$ cat src/rtl/alu_pkg.sv
// Shared ALU opcode encodings and classification helper, used by the ALU and
// the result stage.
package alu_pkg;

    typedef enum logic [2:0] {
        OP_ADD  = 3'd0,
        OP_ADDC = 3'd1,
        OP_SUB  = 3'd2,
        OP_SUBC = 3'd3,
        OP_AND  = 3'd4,
        OP_OR   = 3'd5,
        OP_XOR  = 3'd6,
        OP_MASK = 3'd7
    } alu_op_e;

    // Arithmetic ops are the only ones that produce a meaningful carry/borrow.
    function automatic logic is_arith(input logic [2:0] op);
        return (op == OP_ADD) || (op == OP_ADDC) || (op == OP_SUB) || (op == OP_SUBC);
    endfunction

endpackage

$ cat src/rtl/result_skid.sv
// Two-entry skid buffer with registered ready; outputs always show the oldest
// entry. Only compiled when EXEC_RESULT_SKID_EN is defined.
`ifdef EXEC_RESULT_SKID_EN
module result_skid #(
    parameter int unsigned W = 11
) (
    input  logic         clk,
    input  logic         rst,
    input  logic         in_valid,
    output logic         in_ready,
    input  logic [W-1:0] in_data,
    output logic         out_valid,
    input  logic         out_ready,
    output logic [W-1:0] out_data
);

    logic [W-1:0] ent0_q, ent1_q;
    logic [1:0]   count_q, count_d;
    logic         ready_q;
    logic         push, pop;
    logic [1:0]   widx;

    assign push      = in_valid & ready_q;
    assign pop       = out_valid & out_ready;
    assign in_ready  = ready_q;
    assign out_valid = (count_q != 2'd0);
    assign out_data  = ent0_q;

    always_comb begin
        count_d = count_q + {1'b0, push} - {1'b0, pop};
        widx    = count_q - {1'b0, pop};
    end

    // A pop shifts entry 1 down; a same-cycle push then lands behind it.
    always_ff @(posedge clk) begin
        if (rst) begin
            ent0_q  <= '0;
            ent1_q  <= '0;
            count_q <= '0;
            ready_q <= 1'b1;
        end else begin
            if (pop)
                ent0_q <= ent1_q;
            if (push) begin
                case (widx)
                    2'd0:    ent0_q <= in_data;
                    2'd1:    ent1_q <= in_data;
                    default: ;
                endcase
            end
            count_q <= count_d;
            ready_q <= (count_d != 2'd2);
        end
    end

endmodule
`endif

$ cat src/rtl/exec_result_stage.sv
// ALU result register stage with valid/ready handshake and carry/zero flags.
// Define EXEC_RESULT_SKID_EN for a 2-entry skid buffer instead of one entry.
module exec_result_stage
    import alu_pkg::*;
#(
    parameter int unsigned DEST_W = 3
) (
    input  logic              clk,
    input  logic              rst,
    input  logic              in_valid,
    output logic              in_ready,
    input  logic [7:0]        alu_out,
    input  logic              alu_zero,
    input  logic              alu_cout,
    input  logic [2:0]        opcode,
    input  logic [DEST_W-1:0] dest,
    input  logic              clr_carry,
    output logic              out_valid,
    input  logic              out_ready,
    output logic [7:0]        out_data,
    output logic [DEST_W-1:0] out_dest,
    output logic              carry_flag,
    output logic              zero_flag
);

    logic in_fire;
    logic carry_q, carry_d;
    logic zero_q, zero_d;

    assign in_fire    = in_valid & in_ready;
    assign carry_flag = carry_q;
    assign zero_flag  = zero_q;

    // Flags track acceptance, not writeback, so backpressure never delays cin.
    always_comb begin
        carry_d = carry_q;
        zero_d  = zero_q;
        if (in_fire) begin
            zero_d = alu_zero;
            if (is_arith(opcode))
                carry_d = alu_cout;
        end
        if (clr_carry)
            carry_d = 1'b0;
    end

    always_ff @(posedge clk) begin
        if (rst) begin
            carry_q <= 1'b0;
            zero_q  <= 1'b0;
        end else begin
            carry_q <= carry_d;
            zero_q  <= zero_d;
        end
    end

`ifdef EXEC_RESULT_SKID_EN
    logic                skid_ready;
    logic [DEST_W+7:0]   skid_data;

    result_skid #(
        .W (DEST_W + 8)
    ) u_skid (
        .clk       (clk),
        .rst       (rst),
        .in_valid  (in_valid),
        .in_ready  (skid_ready),
        .in_data   ({alu_out, dest}),
        .out_valid (out_valid),
        .out_ready (out_ready),
        .out_data  (skid_data)
    );

    assign {out_data, out_dest} = skid_data;
    assign in_ready = skid_ready & ~rst;
`else
    logic              valid_q, valid_d;
    logic [7:0]        data_q, data_d;
    logic [DEST_W-1:0] dest_q, dest_d;

    assign in_ready  = ~rst & (~valid_q | out_ready);
    assign out_valid = valid_q;
    assign out_data  = data_q;
    assign out_dest  = dest_q;

    always_comb begin
        valid_d = valid_q;
        data_d  = data_q;
        dest_d  = dest_q;
        if (in_fire) begin
            valid_d = 1'b1;
            data_d  = alu_out;
            dest_d  = dest;
        end else if (out_ready) begin
            valid_d = 1'b0;
        end
    end

    always_ff @(posedge clk) begin
        if (rst) begin
            valid_q <= 1'b0;
            data_q  <= '0;
            dest_q  <= '0;
        end else begin
            valid_q <= valid_d;
            data_q  <= data_d;
            dest_q  <= dest_d;
        end
    end
`endif

endmodule

$ cat config.mk
export PLATFORM = sky130hd
export DESIGN_NAME = exec_result_stage
export DESIGN_NICKNAME = d
export VERILOG_FILES = /design/src/rtl/alu_pkg.sv /design/src/rtl/result_skid.sv /design/src/rtl/exec_result_stage.sv
export SDC_FILE = /design/constraint.sdc
export NUM_CORES = 1
export LEC_CHECK = 0
export CAP_MARGIN = 20
export CORE_ASPECT_RATIO = 1.2
export CORE_MARGIN = 8
export CORE_UTILIZATION = 33
export CTS_CLUSTER_SIZE = 28
export DETAILED_ROUTE_END_ITERATION = 8
export PLACE_DENSITY = 0.73
export SETUP_SLACK_MARGIN = 0.5
export SLEW_MARGIN = 25
export SYNTH_ARGS = -nofsm -noshare
export SYNTH_HDL_FRONTEND = slang
export SYNTH_SLANG_ARGS = --single-unit
$ cat constraint.sdc
create_clock -name clk -period 1.1 [get_ports clk]
set_input_delay 0.22 -clock clk [delete_from_list [all_inputs] [get_ports clk]]
set_output_delay 0.22 -clock clk [all_outputs]
set_load 0.005 [all_outputs]
==> metrics.md <==
| Metric | Value |
|---|---|
| Run status | finished, violations left |
| Failing checks | setup timing |
| Endpoint of the lowest-slack register-to-register path | carry_flag |
| Period utilisation layout | 1.04 |
| Net count after synthesis | 73 |
| # DRC | 0 |
| Number of primary I/O pins | 36 |
| Crit path DAT | 1.34 ns |
| Clock Skews | 0.00112 ns |
| Register bit total from synthesis | 14 |
| Placeable core region | 1830 um^2 |
| Smallest setup slack after layout | -0.0478 ns |
| Count of standard-cell rows | 17 |
| Switching power total | 248 uW |
| Total number of nets in the final design | 116 |
| Final ANT Viol Nets | 0 |
| Height of the die | 63.9 um |
| Critical Path End Type | flip-flop |
| Category of the critical setup timing path | flip-flop to flip-flop |
| Pin count of the biggest net entering global routing | 10 |
| Chain of cells forming the critical path | buf_4 > nand2b_4 > buf_6 > a31o_2 > a211oi_2 |
| Instance count after placement with tap cells included | 107 |
| Worst setup startpoint | out_valid |
| Number of maximum-capacitance constraint violations | 0 |
| Clock sink total | 14 |
| Slew HR | 0.851 |
| Number of max-slew violations in the final report | 0 |
| F_max | 0.871 GHz |
| Total count of hold-check failures in the final report | 0 |
| Logic pwr share | 0.238 |
| Least-Margin Pin Slew | 0.223 ns |
| Clock latency reported for the late side of the worst-skew pair | 0.27 ns |
| Final Wtd Congestion | 0.705 |
| Count of unique library cells instantiated by Yosys | 15 |
| Worst setup path endpoint | carry_flag |
| Number of non-filler instances in the completed layout | 112 |
| Antenna violations before repair | 0 |
| Total routing usage reported by global routing | 0.0806 |
| Vias after detailed routing | 512 |
| Area contributors post-synth | sky130_fd_sc_hd__dfxtp_1 (44%), sky130_fd_sc_hd__mux2_4 (24%), sky130_fd_sc_hd__nor2b_1 (7.9%) |
| First-pass detailed-route iteration total | 2 |
| Deepest clock path buffer count | 2 |
| Diode count | 0 |
| Number of buffers added on ports | 33 |
| Critical-path maximum fanout | 3 |
| Seq/Total Area, Yosys | 0.444 |
| Initial Util | 0.345 |
| Vias per cell | 4.57 |
| Worst setup slack for register-to-register paths | -0.05 ns |
| Power density over the cells | 1050 nW/um^2 |
| Critical-path cell with the highest stage delay | sky130_fd_sc_hd__dfxtp_2 |
| Largest area contributor in the synthesized netlist | sky130_fd_sc_hd__dfxtp_1 |
| Mean cell area of the mapped netlist | 12.2 um^2 |
| Setup WS pre-CTS | -0.492 ns |
| Leak Pwr | 0.000513 uW |
| Die W | 55.9 um |
| Part of the total power dissipated in the clock network | 0.249 |
| Path depth of the worst reg2reg path | 5 |
| Die area | 3580 um^2 |
| Tightest Hold Check Type | input port to flip-flop |
| Clock root cell | sky130_fd_sc_hd__clkbuf_4 |
| Total grt overflow | 0 |
| Setup repair after global routing missed its margin | yes |
| Largest stage delay on the critical path | 0.33 ns |
| CTS buffer count | 3 |
| Fraction of power consumed by sequential logic | 0.514 |
| Area growth from synthesis to layout | 66.9% |
| Synthesized instance count | 52 |
| DRT Wirelength | 1.44 mm |
| Mapped cell area | 632 um^2 |
| Fill cell count | 174 |
| Detailed-route wire length per cell | 12.9 um |
| Clock edge transition at the registers on the reported setup and hold paths | 0.07 ns |
| Internal power | 860 uW |
| Share of final-layout standard cells stronger than drive strength 1 | 0.613 |
| Minimum period implied by the final worst setup slack | 1.15 ns |
| Final setup vio count | 4 |
| Sort of element at the start of the critical path | flip-flop |
| Count of H-tree levels built during CTS | 1 |
| Detailed placement HPWL | 1.12 mm |
| TritonCTS clock tree | built |
| Global-route wire length before repair | 2.38 mm |
| Switch share | 0.224 |
| Violation count after the first detailed-routing iteration | 2 |
| Data required time at the worst endpoint | 1.30 ns |
| Max IR drop VDD | 0.578 mV |
| Overall power after layout | 1110 uW |
| Via count of the first global-routing pass | 532 |
| Startpoint of the worst-slack reg-to-reg timing path | out_valid |
| Post-synth top area share | 0.444 |
| Share of the core filled with cells in the final layout | 0.577 |
| Syn. warnings | 0 |
## sequential cells by signal, summed over array words and instances (netlist names)
signal,flops
carry_flag,1
out_valid,1
zero_flag,1
out_data,8
out_dest,3
## cell usage in the layout, fill, tap and decap left out
| cell | netlist | routed |
|---|---|---|
| sky130_fd_sc_hd__nand2_8 | 0 | 1 |
| sky130_fd_sc_hd__nand2_4 | 0 | 1 |
| sky130_fd_sc_hd__a31o_2 | 1 | 1 |
| sky130_fd_sc_hd__nor2b_1 | 8 | 7 |
| sky130_fd_sc_hd__mux2_4 | 10 | 10 |
| sky130_fd_sc_hd__buf_2 | 1 | 9 |
| sky130_fd_sc_hd__buf_6 | 1 | 7 |
| sky130_fd_sc_hd__clkbuf_4 | 0 | 3 |
| sky130_fd_sc_hd__nor2b_4 | 1 | 2 |
| sky130_fd_sc_hd__dfxtp_2 | 0 | 14 |
| sky130_fd_sc_hd__dlygate4sd2_1 | 0 | 3 |
| sky130_fd_sc_hd__mux2_2 | 2 | 2 |
| sky130_fd_sc_hd__buf_4 | 0 | 5 |
| sky130_fd_sc_hd__and2b_1 | 5 | 5 |
| sky130_fd_sc_hd__inv_1 | 2 | 2 |
| sky130_fd_sc_hd__a211oi_2 | 1 | 1 |
| sky130_fd_sc_hd__nand2b_4 | 0 | 1 |
| sky130_fd_sc_hd__nand4_1 | 1 | 1 |
| sky130_fd_sc_hd__nor2_1 | 3 | 3 |
| sky130_fd_sc_hd__clkdlybuf4s50_1 | 0 | 15 |
## worst max-delay path, delay by kind of cell (launching register included)
family,cells,cell delay (ns)
flops,1,0.33
simple gates,1,0.09
compound gates,2,0.41
buf+inv,2,0.24
## logic make-up (layout without fill, tap and decap cells)
family | Yosys count | after routing | synth area share
AOI/OAI and AO/OA | 2 | 2 | 0.0337
buffers and inverters | 4 | 44 | 0.0376
DFF | 14 | 14 | 0.444
muxes | 12 | 12 | 0.273
and+or+nand+nor | 20 | 21 | 0.212
## cells in the mapped netlist
library cell / instances
sky130_fd_sc_hd__dfxtp_1: 14
sky130_fd_sc_hd__mux2_4: 10
sky130_fd_sc_hd__nor2b_1: 8
sky130_fd_sc_hd__and2b_1: 5
sky130_fd_sc_hd__nor2_1: 3
sky130_fd_sc_hd__inv_1: 2
sky130_fd_sc_hd__mux2_2: 2
sky130_fd_sc_hd__a211oi_2: 1
sky130_fd_sc_hd__a31o_2: 1
sky130_fd_sc_hd__buf_2: 1
sky130_fd_sc_hd__buf_6: 1
sky130_fd_sc_hd__nand2_2: 1
sky130_fd_sc_hd__nand2b_2: 1
sky130_fd_sc_hd__nand4_1: 1
sky130_fd_sc_hd__nor2b_4: 1
## how the worst min path moves through the flow
stage               start  slack, ns          to  cells after the start
5_1_grt          in_valid       0.32   out_valid                      3
6_report         in_valid       0.32   out_valid                      3
3_5_place_dp   carry_flag       0.54  carry_flag                      3
4_1_cts          in_valid       0.30   out_valid                      3
3_3_place_gp   carry_flag       0.53  carry_flag                      3
2_1_floorplan   clr_carry       0.29  carry_flag                      1
## what timing repair did
action | in CTS | in global routing
pin swaps | 3 | 0
hold buffers | 0 | 0
endpoints found under the setup margin | 29 | 29
gates resized for setup | 82 | 3
buffers inserted | 1 | 0
gates cloned | 1 | 0
## cell type report
cell class | instances | area, um^2 | share of cell area
multi-input combinational | 35 | 365 | 0.346
timing repair buffer | 39 | 338 | 0.320
sequential | 14 | 298 | 0.282
tap | 19 | 23.8 | 0.0225
clock buffer | 3 | 22.5 | 0.0214
inverter | 2 | 7.51 | 0.00712
## metrics by stage
step / setup TNS, ns / cell area, um^2 / hold slack [ns]
global placement: -5.88 / 1020 / 0.533
floorplan: 0 / 649 / 0.293
CTS: -0.166 / 1040 / 0.305
global route: -0.418 / 1050 / 0.323
finish: -0.111 / 1050 / 0.315
detailed placement: -6.13 / 1020 / 0.543
## routing by layer
metal | share of wire | up-vias | wire length [um] | track usage
met5 | 0 | - | 0 | 0
met1 | 0.47 | 227 | 676 | 0.0903
met2 | 0.43 | 23 | 617 | 0.122
met4 | 0.017 | 0 | 25 | 0.0542
met3 | 0.085 | 4 | 123 | 0.0336
li1 | - | 258 | - | -
## power groups by stage
stage | registers (uW) | clock network [uW] | logic (uW)
finish | 569 | 275 | 263
global route | 574 | 312 | 283
CTS | 568 | 301 | 259
detailed placement | 572 | 0 | 280
global placement | 571 | 0 | 278
floorplan | 577 | 0 | 110
No activity file was read; power rests on OpenSTA's default activity.
